--- src/rtl/param_onehot_scan_decoder.sv ---
// Registered N-to-2^N one-hot decoder with direct (handshake) and scan modes.
// Optional build macro SCAN_MASK_EN adds scan_mask to skip channels in scan.
//
// Ports:
//   clk, rst_n  - clock, asynchronous active-low reset
//   en          - block enable; 0 returns to IDLE with outputs cleared
//   mode        - 0 = direct decode of sel, 1 = scan across all channels
//   in_valid    - sel valid (direct mode)
//   in_ready    - sel accepted this cycle (en && !mode)
//   sel         - select value to decode
//   y           - registered one-hot output
//   cur_sel     - registered binary index of the hot bit
//   out_valid   - y holds a decoded value
//   wrap        - one-cycle pulse when scan returns to the lowest channel
//   scan_mask   - (SCAN_MASK_EN only) 1 skips that channel in scan
module param_onehot_scan_decoder #(
    parameter int SEL_W = 3,
    parameter int DWELL = 4
) (
    input  logic                    clk,
    input  logic                    rst_n,
    input  logic                    en,
    input  logic                    mode,
    input  logic                    in_valid,
    output logic                    in_ready,
    input  logic [SEL_W-1:0]        sel,
`ifdef SCAN_MASK_EN
    input  logic [(2**SEL_W)-1:0]   scan_mask,
`endif
    output logic [(2**SEL_W)-1:0]   y,
    output logic [SEL_W-1:0]        cur_sel,
    output logic                    out_valid,
    output logic                    wrap
);

    localparam int OUT_W   = 2 ** SEL_W;
    localparam int DWELL_W = $clog2(DWELL + 1);

    localparam logic [DWELL_W-1:0] DW_LAST = DWELL_W'(DWELL - 1);
    localparam logic [OUT_W-1:0]   ONE     = OUT_W'(1);

    typedef enum logic [1:0] {
        IDLE,
        DIRECT,
        SCAN
    } state_t;

    state_t               state_q, state_d;
    logic [OUT_W-1:0]     y_q, y_d;
    logic [SEL_W-1:0]     cur_q, cur_d;
    logic                 ov_q, ov_d;
    logic                 wrap_q, wrap_d;
    logic [DWELL_W-1:0]   cnt_q, cnt_d;

    logic [OUT_W-1:0]     mask;
    logic                 all_masked;
    logic [SEL_W-1:0]     first_idx;
    logic [SEL_W-1:0]     next_idx;

`ifdef SCAN_MASK_EN
    assign mask = scan_mask;
`else
    assign mask = '0;
`endif

    // Lowest unmasked channel; only meaningful when not all masked.
    function automatic logic [SEL_W-1:0] find_first(
        input logic [OUT_W-1:0] m
    );
        logic [SEL_W-1:0] r;
        logic             found;
        r     = '0;
        found = 1'b0;
        for (int i = 0; i < OUT_W; i++) begin
            if (!found && !m[i]) begin
                r     = SEL_W'(i);
                found = 1'b1;
            end
        end
        return r;
    endfunction

    // Next unmasked channel above cur, wrapping through 0.
    // The final iteration lands back on cur itself, so a single
    // unmasked channel keeps re-selecting itself.
    function automatic logic [SEL_W-1:0] find_next(
        input logic [SEL_W-1:0] cur,
        input logic [OUT_W-1:0] m
    );
        logic [SEL_W-1:0] r;
        logic [SEL_W-1:0] c;
        logic             found;
        r     = cur;
        found = 1'b0;
        for (int i = 1; i <= OUT_W; i++) begin
            c = cur + SEL_W'(i);
            if (!found && !m[c]) begin
                r     = c;
                found = 1'b1;
            end
        end
        return r;
    endfunction

    assign all_masked = &mask;
    assign first_idx  = find_first(mask);
    assign next_idx   = find_next(cur_q, mask);

    assign in_ready = en & ~mode;

    always_comb begin
        state_d = state_q;
        y_d     = y_q;
        cur_d   = cur_q;
        ov_d    = ov_q;
        wrap_d  = 1'b0;
        cnt_d   = cnt_q;
        unique case (1'b1)
            !en: begin
                state_d = IDLE;
                y_d     = '0;
                ov_d    = 1'b0;
                cnt_d   = '0;
            end
            en && !mode: begin
                state_d = DIRECT;
                cnt_d   = '0;
                if (in_valid) begin
                    cur_d = sel;
                    y_d   = ONE << sel;
                    ov_d  = 1'b1;
                end
            end
            en && mode: begin
                state_d = SCAN;
                if (all_masked) begin
                    // Nothing to drive; counter frozen.
                    y_d  = '0;
                    ov_d = 1'b0;
                end else if (state_q != SCAN || !ov_q) begin
                    // Entry, or resume after a fully masked period.
                    cur_d = first_idx;
                    y_d   = ONE << first_idx;
                    ov_d  = 1'b1;
                    cnt_d = '0;
                end else if (cnt_q == DW_LAST) begin
                    cnt_d  = '0;
                    cur_d  = next_idx;
                    y_d    = ONE << next_idx;
                    ov_d   = 1'b1;
                    wrap_d = (next_idx <= cur_q);
                end else begin
                    cnt_d = cnt_q + 1'b1;
                end
            end
            default: begin
                state_d = IDLE;
            end
        endcase
    end

    always_ff @(posedge clk or negedge rst_n) begin
        if (!rst_n) begin
            state_q <= IDLE;
            y_q     <= '0;
            cur_q   <= '0;
            ov_q    <= 1'b0;
            wrap_q  <= 1'b0;
            cnt_q   <= '0;
        end else begin
            state_q <= state_d;
            y_q     <= y_d;
            cur_q   <= cur_d;
            ov_q    <= ov_d;
            wrap_q  <= wrap_d;
            cnt_q   <= cnt_d;
        end
    end

    assign y         = y_q;
    assign cur_sel   = cur_q;
    assign out_valid = ov_q;
    assign wrap      = wrap_q;

endmodule

--- config.mk ---
export PLATFORM = sky130hd
export DESIGN_NAME = param_onehot_scan_decoder
export DESIGN_NICKNAME = d
export VERILOG_FILES = /design/src/rtl/param_onehot_scan_decoder.sv
export SDC_FILE = /design/constraint.sdc
export NUM_CORES = 1
export LEC_CHECK = 0
export CAP_MARGIN = 5
export CELL_PAD_IN_SITES_DETAIL_PLACEMENT = 1
export CELL_PAD_IN_SITES_GLOBAL_PLACEMENT = 2
export CORE_MARGIN = 3
export CORE_UTILIZATION = 31
export DETAILED_ROUTE_END_ITERATION = 6
export PLACE_DENSITY = 0.85
export SLEW_MARGIN = 40
export SYNTH_ARGS = -nofsm -noshare
export SYNTH_HDL_FRONTEND = slang
export SYNTH_SLANG_ARGS = --single-unit
--- constraint.sdc ---
create_clock -name clk -period 1.85 [get_ports clk]
set_input_delay 0.37 -clock clk [delete_from_list [all_inputs] [get_ports clk]]
set_output_delay 0.37 -clock clk [all_outputs]
set_load 0.02 [all_outputs]
# ---- Word level (Yosys, flattened, before mapping)
# Memory sizes are Yosys's and may differ from the RTL's.
# Index checks and enable logic that the tools add are counted.
dict set report totals {
  register_bits 18
  mem_bits_ro 64
  output_inout_bits 14
  inputBits 8
  mem_count 8
}
dict set report op_classes {
  reduce_logical 32
  n_bitwise 2
  n_shift 2
  mux 42
  n_eq_ne 4
  addsub 8
  magnitude_cmp 9
}
# name depth word_bits read_ports rd_ports_with_merged_regs write_ports line_no
set memory_table {}
lappend memory_table {{(name not given)} 8 1 1 0 0 97} ;# if (!found && !m[c]) begin
lappend memory_table {{(name not given)} 8 1 1 0 0 97}
lappend memory_table {{(name not given)} 8 1 1 0 0 97}
lappend memory_table {{(name not given)} 8 1 1 0 0 97}
lappend memory_table {{(name not given)} 8 1 1 0 0 97}
lappend memory_table {{(name not given)} 8 1 1 0 0 97}
lappend memory_table {{+2 memories} -- -- -- -- -- --}
# cell n
set op_table {}
lappend op_table {{3-bit two-way mux} 13}
lappend op_table {{3-bit by 4-bit less-than comparator with 1-bit output (second input constant)} 8}
lappend op_table {{8-bit two-way mux} 3}
lappend op_table {{8-bit one-hot mux with 3 select lines} 1}
lappend op_table {{1-bit two-way mux} 21}
lappend op_table {{1-bit zero test} 16}
lappend op_table {{1-bit by 3-bit left shift with 8-bit output (first input constant)} 2}
lappend op_table {{3-bit adder (second input constant)} 4}
lappend op_table {{3-bit one-hot mux with 2 select lines} 2}
lappend op_table {{1-bit logical AND} 9}
lappend op_table {{3-bit by 1-bit adder with 3-bit output (second input constant)} 2}
lappend op_table {{3-bit by 2-bit adder with 3-bit output (second input constant)} 2}
lappend op_table {{3-bit AND reduction} 2}
lappend op_table {{2-bit != test (second input constant)} 2}
lappend op_table {{2-bit one-hot mux with 2 select lines} 1}
lappend op_table {{2-bit nonzero test} 2}
lappend op_table {{3-bit by 2-bit == test with 1-bit output (second input constant)} 1}
lappend op_table {{3-bit less-or-equal comparator} 1}
lappend op_table {{3-bit by 1-bit != test with 1-bit output (second input constant)} 1}
lappend op_table {{1-bit one-hot mux with 3 select lines} 1}
lappend op_table {{3-bit nonzero test} 1}
lappend op_table {{2-bit OR reduction} 1}
lappend op_table {{1-bit bitwise AND} 1}
lappend op_table {{1-bit logical OR} 1}
lappend op_table {{1-bit inverter} 1}

# ---- Logic depth before layout (Yosys ltp)
dict set report depth {
  depth_word 28
  mapped_depth 5
  mapped_depth_nobuf 5
}

# ---- Least setup slack after synthesis
# No wires, ideal clock.
dict set report synth_path {
  kind {flip-flop to flip-flop}
  from {register cur_q[0], in the netlist cur_sel[0]}
  to {register wrap_q, in the netlist wrap}
  slack_ns 0.248
  arrival_ns 1.524
  stages_incl_launch_ff 6
  setup_ns 0.077
  path_buffers 0
  cell_sequence {dfrtp_1 > inv_1 > ha_1 > xnor2_1 > a211o_1 > a21oi_1}
}
dict set report synth_between {
  elab_chain_cells 28
  elab_cells_between_ends 62
  classes_between {7 x add/sub; 1 x order compare; 26 x mux; 20 x reduce/logical; 8 x memory}
}
# item line_no
set synth_rtl {}
lappend synth_rtl {{start: declaration} 50} ;# logic [SEL_W-1:0] cur_q, cur_d;
lappend synth_rtl {{start signal: assignment} 173} ;# cur_q <= cur_d;
lappend synth_rtl {{3-bit by 2-bit adder with 3-bit output} 96} ;# c = cur + SEL_W'(i);
lappend synth_rtl {{memory read 8 x 1 bit} --}
lappend synth_rtl {{1-bit two-way mux (not written as such)} 97}
lappend synth_rtl {{1-bit zero test} 97}
lappend synth_rtl {{1-bit logical AND} 97}
lappend synth_rtl {{1-bit two-way mux} 97}
lappend synth_rtl {{1-bit zero test} 97}
lappend synth_rtl {{1-bit logical AND} 97}
lappend synth_rtl {{(+13 left out)} --}
lappend synth_rtl {{1-bit zero test} 97}
lappend synth_rtl {{1-bit logical AND} 97}
lappend synth_rtl {{3-bit two-way mux} 97}
lappend synth_rtl {{3-bit less-or-equal comparator *} 151} ;# wrap_d = (next_idx <= cur_q);
lappend synth_rtl {{1-bit two-way mux *} 146} ;# end else if (cnt_q == DW_LAST) begin
lappend synth_rtl {{1-bit two-way mux *} 140} ;# end else if (state_q != SCAN || !ov_q) begin
lappend synth_rtl {{1-bit two-way mux *} 118} ;# unique case (1'b1)
lappend synth_rtl {{named net wrap_d} 52} ;# logic wrap_q, wrap_d;
lappend synth_rtl {{end signal: assignment} 175} ;# wrap_q <= wrap_d;
lappend synth_rtl {{end: declaration} 52}
# The timed path passes the listed nets; every way through them passes the cells marked *. The select of a mux whose other input is x is not followed.
# A chain may end at the register's enable or synchronous reset.

# ---- Worst setup path in the final report
dict set report layout_path {
  from {register cur_q[0], in the netlist cur_sel[0]}
  to {output cur_sel[0]}
}
# item line_no
set layout_rtl {}
lappend layout_rtl {{end: declaration} 31} ;# output logic [SEL_W-1:0] cur_sel,
# No word-level cell between the ends.

==> run_results.csv <==
group,metric,value,unit
outcome,outcome,"complete, no violations",
drt,wire_per_inst,13.89,µm
sta,finalCritPeriodShare,95.27,%
setup_path,reg2reg_depth,5,
clocking,clockBufferDepth,2,
setup_path,critPathSlowestCell,"clkdlybuf4s50_1",
floorplan,fp.dieH,63.14,µm
setup_path,crit_fanout,6,
sta,skew,4.107,ps
setup_path,cp_cell_sequence,"clkdlybuf4s50_1",
sta,layout_min_cycle_time,1763,ps
power_and_ir_drop,p_leak,0.0006257,µW
drt,vias_per_cell,4.806,
clocking,root_buffer,"clkbuf_4",
synth,synth_area_leaders,"dfrtp_1 44%, ha_1 8.7%, o21ai_2 6.1%",
setup_path,path_class,"register to output port",
synth,synth_nets,106,
floorplan,die_area,3987,µm²
drt,vias,817,
clocking,cts_num_sinks,18,
setup_path,endpoint_kind,"output port",
clocking,cts_setup_buffers,0,
setup_path,critPathRequiredTime,1480,ps
final_layout,drive_gt1_share,24.60,%
clocking,clk_pin_slew,100,ps
synth,ys_warn_count,0,
floorplan,coreArea,3078,µm²
floorplan,rows,20,
setup_path,max_stage_delay,640,ps
sta,fmax,0.5674,GHz
global_route,antenna_found_initial,0,
synth,synth_top_area_share,44.50,%
clocking,cts_tree,"done",
floorplan,initial_utilization,32.89,%
drt,drt_pass1_iterations,4,
floorplan,ios,22,
final_layout,final_util,45.12,%
clocking,htree_levels,1,
global_route,grt_pass1_wl,4133,µm
sta,setup-violations-final,0,
placed_design,gp_congestion,0.7329,
drt,ant_nets,0,
drt,drc,0,
synth,avgSynthCellArea,11.12,µm²
setup_path,worstSetupPathDepth,1,
synth,netlist.top_cell.by_area,"dfrtp_1",
synth,syn-cell-area,1012,µm²
sta,setup-tns-final,0,ps
setup_path,crit_buf_inv,1,
synth,ys_types,31,
placed_design,hpwl,1876,µm
final_layout,area_growth,37.21,%
sta,slew_headroom,70.70,%
power_and_ir_drop,power_density,620.1,nW/µm²
power_and_ir_drop,ir_drop,0.0002479,V
global_route,grt_usage,13.21,%
synth,ys_ff_latch,18,
sta,hold_viol,0,
global_route,grt_max_degree,19,
drt,drtIter0Drc,16,
clocking,cts_made_buffers,3,
clocking,worstSkewPairLatency,290,ps
global_route,overflow,0,
sta,worst_slew_pin_slew,439.4,ps
setup_path,cp_top_family,"buffers and inverters",
placed_design,io_buffers,21,
sta,drv_slew,0,
run,cap_violations,0,
final_layout,nNetsFinal,143,
synth,syn_inst,91,
setup_path,crit_arrival,1390,ps
floorplan,die_x,63.14,µm
synth,ys_seq_area_share,44.50,%
global_route,grt_pass1_vias,921,
setup_path,startpoint_type,"register",
sta,rsz0062_at_grt,"false",
hold_path,hp-class,"input pin to async pin",
final_layout,antennaDiodeCount,0,
drt,routed_wl,2362,µm
final_layout,n_fill_cell,366,
==> cell usage after synthesis, drive strengths merged <==
| cell | count |
|---|---|
| a32oi | 4 |
| nor4 | 1 |
| dfrtp | 18 |
| a22oi | 3 |
| nor3 | 2 |
| o21ai | 10 |
| and2 | 1 |
| nor4b | 1 |
| nor3b | 1 |
| ha | 7 |
| a211o | 1 |
| and3b | 1 |
| nand2 | 13 |
| o31ai | 1 |
| nor2 | 2 |
| inv | 5 |
| nor2b | 3 |
| and2b | 1 |
| a31oi | 1 |
| or3b | 1 |
| nand3b | 1 |
| a2bb2oi | 1 |
| o311ai | 1 |
| a221oi | 2 |
| xnor2 | 2 |
| buf | 2 |
| a21oi | 4 |
| and3 | 1 |
==> layout make-up <==
class / count / area (µm²) / area share (%)
clock buffers: 3 / 22.52 / 1.622
inverters: 5 / 18.77 / 1.351
multi-input cells: 66 / 520.5 / 37.48
flip-flops and latches: 18 / 450.4 / 32.43
well taps: 44 / 55.05 / 3.964
repair buffers: 34 / 321.6 / 23.15
==> flip-flops by register name, summed over array words and instances, names as in the netlist <==
name / cells
wrap: 1
y: 8
state_q: 2
out_valid: 1
cnt_q: 3
cur_sel: 3
==> report_power, final <==
| part | leakage, µW | switching [µW] | internal [µW] |
|---|---|---|---|
| clock network | 0.0000138 | 117 | 75.8 |
| logic | 0.000373 | 125 | 113 |
| registers | 0.000239 | 20.5 | 410 |
==> per-stage QoR <==
step           instances  hold WS [ps]  worst slack (ps)  cell area [µm²]  power, µW
2_1_floorplan         91         74.41             248.3             1012      565.2
3_3_place_gp         167         425.8            -136.1             1365      671.4
3_5_place_dp         167         440.9            -181.3             1365      680.8
4_1_cts              170         396.6             57.85             1386      883.6
5_1_grt              170         407.5             16.62             1389      918.9
6_report             170         403.4             87.44             1389      861.2
==> worst paths after layout <==
path	from	to	slack [ps]
min reg2reg	cnt_q[0]$_DFFE_PN0N_	cnt_q[0]$_DFFE_PN0N_	450
min	rst_n	state_q[0]$_DFF_PN0_	400
max	cur_sel[0]$_DFFE_PN0P_	cur_sel[0]	90
max in group asynchronous	rst_n	cnt_q[1]$_DFFE_PN0N_	1250
max reg2reg	cur_sel[0]$_DFFE_PN0P_	wrap$_DFF_PN0_	230
min in group clk	cnt_q[0]$_DFFE_PN0N_	cnt_q[0]$_DFFE_PN0N_	450
==> per-layer routing <==
metal / track usage (%) / up-vias / share of wire (%)
li1: - / 401 / -
met4: 8.264 / 0 / 2.5
met3: 1.248 / 4 / 2.5
met2: 24.24 / 14 / 52
met5: 0 / - / 0
met1: 14.41 / 398 / 43
==> layout by cell type (no fill, tap or decap), types with 3 or more instances in the layout <==
master           instances
nor2b_1                  3
nand2_1                 13
a32oi_1                  4
inv_1                    5
ha_1                     7
o21ai_2                  7
clkbuf_4                 3
a22oi_1                  3
o21ai_1                  3
dfrtp_1                 18
buf_4                   12
clkdlybuf4s50_1         19
==> cell families after synthesis <==
kind of cell	Yosys count	synth area share (%)
AOI/OAI and AO/OA	28	23.73
xor gates and xnor gates	2	1.731
adders and majority gates	7	8.652
buffers and inverters	7	4.079
DFF	18	44.50
and+or+nand+nor	29	17.31
==> repair_timing <==
item,4_1_cts,5_1_grt
gates resized for setup,1,1
endpoints found under the setup margin,1,1
hold buffers,0,0
Note: power is estimated with default switching activity, not from simulation.
==> RTL change (same flow settings) <==
The option `SCAN_MASK_EN` is turned on by a define.
--- a/src/rtl/param_onehot_scan_decoder.sv
+++ b/src/rtl/param_onehot_scan_decoder.sv
@@ -15,2 +15,4 @@
 //   scan_mask   - (SCAN_MASK_EN only) 1 skips that channel in scan
+`define SCAN_MASK_EN
+
 module param_onehot_scan_decoder #(
Interface: changed (added scan_mask); port bits go from 22 to 30. No check against the original RTL was run, so the function may have changed too.
==> RTL change against the unedited design <==
The flow now finishes with violations (negative setup slack). Critical path type is now flip-flop to flip-flop. Design area grew to 2.6 times the old value. Power rose to 3.6 times the old value. Die area grew 110%. Sequential cell count is the same. Wire length grew to 4.7 times the old value. Worst setup slack lost 1.6 ns. Synthesized area rose by 120%. Clock skew rose by 0.0050 ns. Count of clock-buffer cells in the layout is 1 higher.
==> RTL change: results (changes against the unedited design) <==
Peak VDD IR - 463 uV (+87%)
proportion of layout cells with a drive suffix above 1 - 0.468 (+0.222)
post-CTS resize count - 43 (+42)
Leakage Power - 1.56 nW (+150%)
R2R Path Start - cur_sel[1]
IO buf count - 29 (+38%)
Setup Buffers After CTS - 11 (+11)
run status - complete, but fails checks
Worst-Margin Slew - 0.633 ns (+0.194 ns)
WP data arrival - 3.54 ns (+2.15 ns)
HPWL Detailed - 7140 um (+280%)
Final setup violation count - 13 (+13)
critical path peak fanout - 8 (+2)
Setup WS post-layout - -1.52 ns (-1.60 ns)
Avg WL per Cell - 23.7 um (+71%)
vias in the first global route - 3031 (+230%)
Synth Area in XOR/XNOR - 0.0117 (-0.00559)
slowest stage cell, crit path - or4_1
Top Family by Delay on Critical Path - multiplexers
Final nets - 397 (+180%)
overall routing resource usage - 0.250 (+0.118)
CP Capture Point - y[1]
fraction of the mapped netlist area in adder cells - 0.0335 (-0.0530)
Starting DRT DRC Count - 198 (+182)
post-synth top area share - 0.201 (-0.244)
failing checks - negative setup slack
switching power of the nets - 0.00140 W (+430%)
clk root buf - clkbuf_8
Vias - 2855 (+250%)
max incr delay on CP - 0.53 ns (-0.11 ns)
insertion delay to the later sink of the worst-skew pair - 0.26 ns (-0.03 ns)
pre-CTS setup slack - -1.70 ns (-1.52 ns)
first-pass GRT wire length - 16500 um (+300%)
Synth Area in Compound Gates - 0.260 (+0.0227)
post-synth net total - 276 (+160%)
Clock Skews - 0.00912 ns (+0.00501 ns)
register area share after synthesis - 0.201 (-0.244)
largest cells by area after synthesis - dfrtp_1 (20%), mux4_2 (12%), mux2i_1 (4.5%)
commonest cells in the synthesized netlist - nand2_1 (24), dfrtp_1 (18), a21oi_1 (17)
clk slew on worst S/H paths - 0.08 ns (-0.02 ns)
-- RTL change: final cells by class --
type                            count  area [um2]
Clock buffer                        4        45.0
Fill cell                         820        3300
Inverter                           12        53.8
Multi-Input combinational cell    205        1840
Sequential cell                    18         454
Tap cell                           96         120
Timing Repair Buffer              135        1090
-- RTL change: metrics by stage --
stage               cell area (um2)  setup TNS, ns  std cells   util  hold slack, ns
floorplan                      2330         -14.91        254      -          0.0744
finish                         3610         -17.29        470  0.522           0.436
global route                   3610         -18.34        470  0.522           0.453
CTS                            3450         -14.66        463  0.499           0.448
global placement               3260         -18.90        448  0.472           0.484
detailed placement             3260         -20.04        448  0.472           0.491
-- RTL change: routing by layer --
layer / part of all wire / up-vias / global-route usage
met5: 0 / - / 0
met4: 0.031 / 0 / 0.0791
met3: 0.062 / 35 / 0.0323
met2: 0.50 / 129 / 0.441
met1: 0.41 / 1469 / 0.316
li1: - / 1222 / -
-- RTL change: cell families after synthesis --
family,Yosys count
compound gates,82
xor+xnor,3
fa+ha+maj,6
buf+inv,31
flops,18
mux,32
simple gates,82
-- RTL change: power groups by stage --
stage	sequential [W]	combinational, W	clock, W
finish	0.000448	0.00237	0.000297
global route	0.000451	0.00249	0.000322
CTS	0.000444	0.00208	0.000296
detailed placement	0.000465	0.00192	0
global placement	0.000464	0.00183	0
floorplan	0.000476	0.00112	0
-- RTL change: worst reg2reg max path, cell delays in order, from the launching register on --
cell and delay (ns):
dfrtp_2 0.44, clkinv_2 0.13, ha_4 0.35, buf_4 0.13, mux4_2 0.51, mux2i_4 0.24, buf_4 0.16, a22o_1 0.20
buf_4 0.14, mux2_4 0.19, o21ai_4 0.08, or4_1 0.53, a31oi_1 0.19
